==> config.mk <==
export PLATFORM = sky130hd
export DESIGN_NAME = pc_update_seq
export DESIGN_NICKNAME = d
export VERILOG_FILES = /design/src/rtl/pc_update_seq.sv
export SDC_FILE = /design/constraint.sdc
export NUM_CORES = 1
export LEC_CHECK = 0
export BUFFER_PORTS_ARGS = -buffer_cell sky130_fd_sc_hd__buf_2
export CAP_MARGIN = 20
export CORE_UTILIZATION = 49
export CTS_BUF_LIST = sky130_fd_sc_hd__clkbuf_8
export CTS_CLUSTER_SIZE = 8
export DETAILED_ROUTE_END_ITERATION = 7
export GPL_ROUTABILITY_DRIVEN = 0
export HOLD_SLACK_MARGIN = 0.05
export PLACE_DENSITY = 0.79
export SKIP_LAST_GASP = 1
export SLEW_MARGIN = 0
export SYNTH_ARGS = -nofsm -noshare
export SYNTH_HDL_FRONTEND = slang
export SYNTH_SLANG_ARGS = --single-unit
==> constraint.sdc <==
create_clock -name clk -period 9.85 [get_ports clk]
set_clock_uncertainty 0.1 [all_clocks]
set_input_delay 0.4925 -clock clk [delete_from_list [all_inputs] [get_ports clk]]
set_output_delay 0.4925 -clock clk [all_outputs]
set_load 0.02 [all_outputs]
==> src/rtl/pc_update_seq.sv <==
// pc_update_seq: registered next-PC selector for the Y86 datapath with a
// circular return-address stack that predicts ret targets, a saturating
// mispredict counter, and sticky halt / invalid-instruction status.
module pc_update_seq #(
  parameter int          W         = 32,
  parameter int          RAS_DEPTH = 8,
  parameter logic [W-1:0] RESET_PC = '0,
  parameter int          CNT_W     = 16
) (
  input  logic             clk,
  input  logic             rst_n,
  input  logic             valid_in,
  input  logic             stall,
  input  logic [3:0]       icode,
  input  logic             cnd,
  input  logic [W-1:0]     valC,
  input  logic [W-1:0]     valM,
  input  logic [W-1:0]     valP,
  output logic [W-1:0]     pc,
  output logic [W-1:0]     pred_ret_pc,
  output logic             ras_empty,
  output logic             ras_full,
  output logic             ras_ovf,
  output logic             ret_mispredict,
  output logic [CNT_W-1:0] mispred_cnt,
  output logic             halted,
  output logic             err
);

  localparam int PW = $clog2(RAS_DEPTH);
  localparam int CW = PW + 1;

  // Saturating increment: sticks at all-ones instead of wrapping.
  function automatic logic [CNT_W-1:0] sat_inc(input logic [CNT_W-1:0] v);
    return (&v) ? v : v + CNT_W'(1);
  endfunction

  logic [W-1:0]     ras_mem [RAS_DEPTH];
  logic [W-1:0]     pc_q, pc_d;
  logic [PW-1:0]    top_q, top_d;
  logic [CW-1:0]    ras_cnt_q, ras_cnt_d;
  logic             ovf_q, ovf_d;
  logic             misp_q, misp_d;
  logic [CNT_W-1:0] mcnt_q, mcnt_d;
  logic             halted_q, halted_d;
  logic             err_q, err_d;
  logic             ras_we;
  logic             accept;
  logic             empty_w, full_w;

  // RAS status and prediction are derived from the stack state alone.
  always_comb begin
    empty_w     = (ras_cnt_q == '0);
    full_w      = (ras_cnt_q == CW'(RAS_DEPTH));
    pred_ret_pc = empty_w ? '0 : ras_mem[top_q];
  end

  // Next-state selection: PC mux, RAS push/pop, mispredict detection, status.
  always_comb begin
    pc_d      = pc_q;
    top_d     = top_q;
    ras_cnt_d = ras_cnt_q;
    ovf_d     = ovf_q;
    misp_d    = 1'b0;
    halted_d  = halted_q;
    err_d     = err_q;
    ras_we    = 1'b0;
    accept    = valid_in & ~stall & ~halted_q & ~err_q;
    if (accept) begin
      case (icode)
        4'h0: halted_d = 1'b1;
        4'h7: pc_d = cnd ? valC : valP;
        4'h8: begin
          // Push advances the pointer; when full it lands on the oldest entry.
          pc_d   = valC;
          ras_we = 1'b1;
          top_d  = top_q + PW'(1);
          if (full_w) ovf_d = 1'b1;
          else        ras_cnt_d = ras_cnt_q + CW'(1);
        end
        4'h9: begin
          pc_d = valM;
          if (empty_w) begin
            misp_d = 1'b1;
          end else begin
            misp_d    = (ras_mem[top_q] != valM);
            top_d     = top_q - PW'(1);
            ras_cnt_d = ras_cnt_q - CW'(1);
          end
        end
        4'hC, 4'hD, 4'hE, 4'hF: err_d = 1'b1;
        default: pc_d = valP;
      endcase
    end
    mcnt_d = misp_d ? sat_inc(mcnt_q) : mcnt_q;
  end

  // State registers; reset wins over stall and any in-flight RAS operation.
  always_ff @(posedge clk) begin
    if (!rst_n) begin
      pc_q      <= RESET_PC;
      top_q     <= '0;
      ras_cnt_q <= '0;
      ovf_q     <= 1'b0;
      misp_q    <= 1'b0;
      mcnt_q    <= '0;
      halted_q  <= 1'b0;
      err_q     <= 1'b0;
    end else begin
      pc_q      <= pc_d;
      top_q     <= top_d;
      ras_cnt_q <= ras_cnt_d;
      ovf_q     <= ovf_d;
      misp_q    <= misp_d;
      mcnt_q    <= mcnt_d;
      halted_q  <= halted_d;
      err_q     <= err_d;
    end
  end

  // Stack storage holds data only; validity is tracked by the occupancy count.
  always_ff @(posedge clk) begin
    if (rst_n && ras_we) ras_mem[top_d] <= valP;
  end

  assign pc             = pc_q;
  assign ras_empty      = empty_w;
  assign ras_full       = full_w;
  assign ras_ovf        = ovf_q;
  assign ret_mispredict = misp_q;
  assign mispred_cnt    = mcnt_q;
  assign halted         = halted_q;
  assign err            = err_q;

endmodule

-- Word level (Yosys, flattened, before mapping)
Memories as Yosys holds them, arrays and structs flattened. A register that Yosys moved wholly into a read port is not among the register bits.
Cells that the tools add are included.
- word-level logic and storage cells: 63
- memories: 1
- flip-flop bits (word level): 59
- bits in writable memories: 256
- output and inout port bits: 86
- multiplexer cells: 17
- bitwise gates (word level): 8
- equal/unequal tests: 11
- $add $sub $neg: 5
- reduce and logical (&&, ||, !) cells: 13
- memories (name ; words ; bits a word ; read ports ; clocked after Yosys merged registers in ; write ports ; RTL line ; RTL):
    ras_mem ; 8 ; 32 ; 1 ; 1 ; 1 ; 38 ; logic [W-1:0] ras_mem [RAS_DEPTH];
- operator list (operator ; count):
    32-bit one-hot mux with 4 select lines ; 1
    32-bit two-way mux ; 2
    32-bit inequality test ; 1
    4-bit equality test, second input constant ; 7
    16-bit by 1-bit adder with 16-bit output, second input constant ; 1
    16-bit AND reduction ; 1
    3-bit two-way mux ; 3
    4-bit zero test ; 2
    4-bit two-way mux ; 2
    4-bit one-hot mux with 2 select lines ; 1
    2-bit AND reduction ; 4
    1-bit two-way mux ; 7
    3-bit one-hot mux with 2 select lines ; 1
    1-bit NOT ; 5
    5-bit OR reduction ; 1
    4-bit by 1-bit adder with 4-bit output, second input constant ; 1
    4-bit by 3-bit equality test with 1-bit output, second input constant ; 1
    2-bit inequality test, second input constant ; 2
    4-bit AND reduction ; 1
    4-bit OR reduction ; 1
    4-bit by 1-bit subtractor with 4-bit output, second input constant ; 1
    3-bit by 1-bit adder with 3-bit output, second input constant ; 1
    1-bit AND ; 3
    3-bit AND reduction ; 1
    3 further kinds ; 3

-- Longest topological paths before layout
- depth after elaboration: 8
- mapped depth: 14

-- Least setup slack after synthesis
No wires, ideal clock.
- path type: register -> register
- start point: reg top_q[0]
- end point: mem ras_mem[3][0] (enable)
- path slack: 5.022 ns
- stages on the path, launching flop included: 14
- path buffers: 5
- arrival time: 4.267 ns
- period minus slack after synthesis: 4.828 ns
- cell sequence: dfxtp_1 buf_6 buf_6 buf_6 buf_6 buf_4 inv_1 ha_1 nand2_1 o22ai_1 nand2_1 xor2_1 inv_1 nor3_1
- word-level cells in the longest chain between the ends: 4
- elaborated cells on any way between the ends: 5
- classes of those cells: add/sub (2); mux (3)
- RTL lines (element ; RTL line ; RTL):
    start, declared ; 40 ; logic [PW-1:0] top_q, top_d;
    start signal, assigned ; 111 ; top_q <= top_d;
    3-bit by 1-bit subtractor with 3-bit output ; 87 ; top_d = top_q - PW'(1);
    3-bit two-way mux ; 83 ; if (empty_w) begin
    3-bit one-hot mux with 2 select lines ; 70 ; case (icode)
    3-bit two-way mux (*) ; 69 ; if (accept) begin
    end, declared ; 38 ;
Mark *: on every way between the ends. The rest lies on a longest branch, timed or not.

==> results.md <==
- Status: complete, but fails checks
- Violated checks: DRC
- Post-route insts no fill: 1510
- Flops & latches, synth: 315
- Post-route setup slack: 4.79 ns
- CTS buffer count: 51
- Vias/cell: 5.94
- Post-synth ARST share: 0%
- Share of post-route cells with drive strength above 1: 27.3%
- Nets: 1243
- Slowest cell on crit path: a2111oi_0
- Die Area: 27700 um2
- Min Hold Slack: 0.0747 ns
- Initial Utilization: 50.4%
- Post-synthesis cell count: 902
- Post-placement worst setup slack: 4.94 ns
- Most instantiated library cell after synthesis: edfxtp_1
- DIE HEIGHT: 166 um
- Worst skew pair latency: 0.58 ns
- Worst Setup Start Kind: flip-flop
- Synth cell types: 56
- Port bufs: 190
- Vias in the first global route: 9073
- Top delay family on crit path: simple AND/OR/NAND/NOR gates
- Reg2reg setup slack: 4.79 ns
- Nature of the critical path endpoint: flip-flop
- Compound-Gate Fraction of Synth Area: 8.39%
- Mapped Nets: 1013
- Pleak: 5.79 nW
- First-pass GRT wire length: 52.0 mm
- Postcts setup bufs: 0
- H-tree levels: 2
- Clk buf depth: 3
- Largest net degree at the start of global routing: 67
- Cell Chain, Critical Path: buf_4 -> nor2b_1 -> a22oi_1 -> a21o_1 -> a2111oi_0 -> nand4_1 -> nor4_4 -> nor2_2 -> and3_1 -> mux2i_1
- CTS tree: built
- Grt ovf: 0
- Simple-Gate Fraction of Synth Area: 7.79%
- Maxcap violations: 0
- Layout Utilization: 60.1%
- Placed insts: 1391
- Share of the yosys chip area belonging to registers: 67.0%
- CTS root buffer: clkbuf_8
- CP bufs+invs: 1
- DRC: 13
- Routed WL: 34.8 mm
- Routed wire per std cell: 23.0 um
- RSZ-0062 raised after global routing: no
- Final setup TNS: 0 ns
- Crit path DAT: 5.42 ns
- Largest family of logic cells by synthesized area: multiplexers
- Placeable Area: 26300 um2
- Tot Pwr: 2.67 mW
- Area leader, netlist: edfxtp_1
- Post-route ant nets: 0
- DP HPWL: 21.8 mm
- Syn_area_per_cell: 14.7 um2
- Worst vdd ir: 111 uV
- Hold Fails Final Rpt: 0
- Ys Warns: 0
- CTS clk-pin slew, worst paths: 0.07 ns
- Layout area overhead: 19.2%
- HP Class: input port to flip-flop
- XOR/XNOR Fraction of Synth Area: 1.65%
- DRT Pass-1 Iters: 7
- Io pins: 191
- Mapped Area: 13200 um2
- Tmin final: 5.06 ns
- Top FF cell, synth: edfxtp_1
- Worst Path Max Fanout: 43
- CP required: 10.21 ns
- Post-Synth Adder-Cell Area: 0.624%
- Largest cells by area after synthesis: edfxtp_1, dfxtp_1, mux2i_1
- Rel. slew slack: 28.4%
- Clk sinks: 315
- Initial antenna violation count: 2
- Dpl cell area: 14600 um2
- Final Max Tran Viols: 0
- Post-synth EDFFs: 256
- Worst Tran Pin Value: 1.05 ns
- Crit Path Class: flip-flop to flip-flop
- Synth top area share: 58.0%
- Power per cell area: 169 nW/um2
- Max Clk Rate: 198 MHz
- Final period util: 51.4%
- DR iter-0 viols: 859
- # rows: 59
- Chip Width: 166 um
- Final setup violation count: 0
- Max stage delay on crit path: 0.92 ns
- Final instance area: 15800 um2
- Post-synth top cells: edfxtp_1, mux2i_1, nand2_1, dfxtp_1
- Vias: 8971
- Mux cell area share after synthesis: 12.5%
- Total track usage: 24.9%
## path summary, 6_finish.rpt
check                                   start                          end  depth (start not counted)
setup / recovery          top_q[0]$_SDFF_PN0_  mispred_cnt[5]$_SDFFE_PN0P_                         10
hold / removal                       valC[27]          pc[27]$_SDFFE_PN0P_                          3
setup reg to reg          top_q[0]$_SDFF_PN0_  mispred_cnt[5]$_SDFFE_PN0P_                         10
hold reg to reg   mispred_cnt[8]$_SDFFE_PN0P_  mispred_cnt[8]$_SDFFE_PN0P_                          2
## metal layers
layer,track usage [%],up-vias,wire [um]
met3,4.46,69,2840
met4,9.34,0,952
li1,-,3994,-
met1,33.4,4436,14200
met5,0,-,0
met2,40.9,472,16700
## registers in the layout, indices dropped and copies added (netlist names)
signal	flops
top_q	3
halted	1
err	1
ras_mem	256
mispred_cnt	16
ret_mispredict	1
ras_cnt_q	4
ras_ovf	1
pc	32
## placed cells by master, fill, tap and decap left out, drive strengths merged, types with 23 or more instances in the layout
master,n
inv,36
o21ai,45
mux2i,91
clkbuf,59
dlygate4sd3,23
nor2,45
buf,206
nor3,28
dfxtp,59
nand2,61
a21oi,44
a221oi,32
mux4,31
edfxtp,256
## cells by family after synthesis
kind of cell	after synthesis
AO/OA/AOI/OAI	168
XOR/XNOR	25
adder cells (fa/ha/maj)	6
buffers and inverters	59
flip-flops	315
multiplexers	124
AND/OR/NAND/NOR	205
## worst register-to-register path, cell delays in order (launching register included)
cell and delay, ns:
dfxtp_4 0.75, buf_4 0.71, nor2b_1 0.61, a22oi_1 0.22, a21o_1 0.21, a2111oi_0 0.92
nand4_1 0.27, nor4_4 0.56, nor2_2 0.22, and3_1 0.25, mux2i_1 0.12
## report_power, final
| group | internal [mW] | total (mW) | switching [mW] |
|---|---|---|---|
| clock | 0.572 | 1.07 | 0.503 |
| combinational | 0.0498 | 0.139 | 0.0894 |
| sequential | 1.45 | 1.45 | 0.00587 |
| total | 2.07 | 2.67 | 0.598 |
## final cells by class
class / instances / area (um2)
fill: 2008 / 10500
sequential: 315 / 8880
multi-input combinational: 528 / 4170
timing repair buffer: 229 / 1300
clock buffer: 59 / 812
tap: 335 / 419
clock inverter: 35 / 179
inverter: 7 / 26.3
antenna: 2 / 5.00
## repair_timing
action	4_1_cts	5_1_grt
resized for setup	0	0
hold endpoints to repair	23	0
hold buffers	23	0
(Power assumes the default switching activity.)
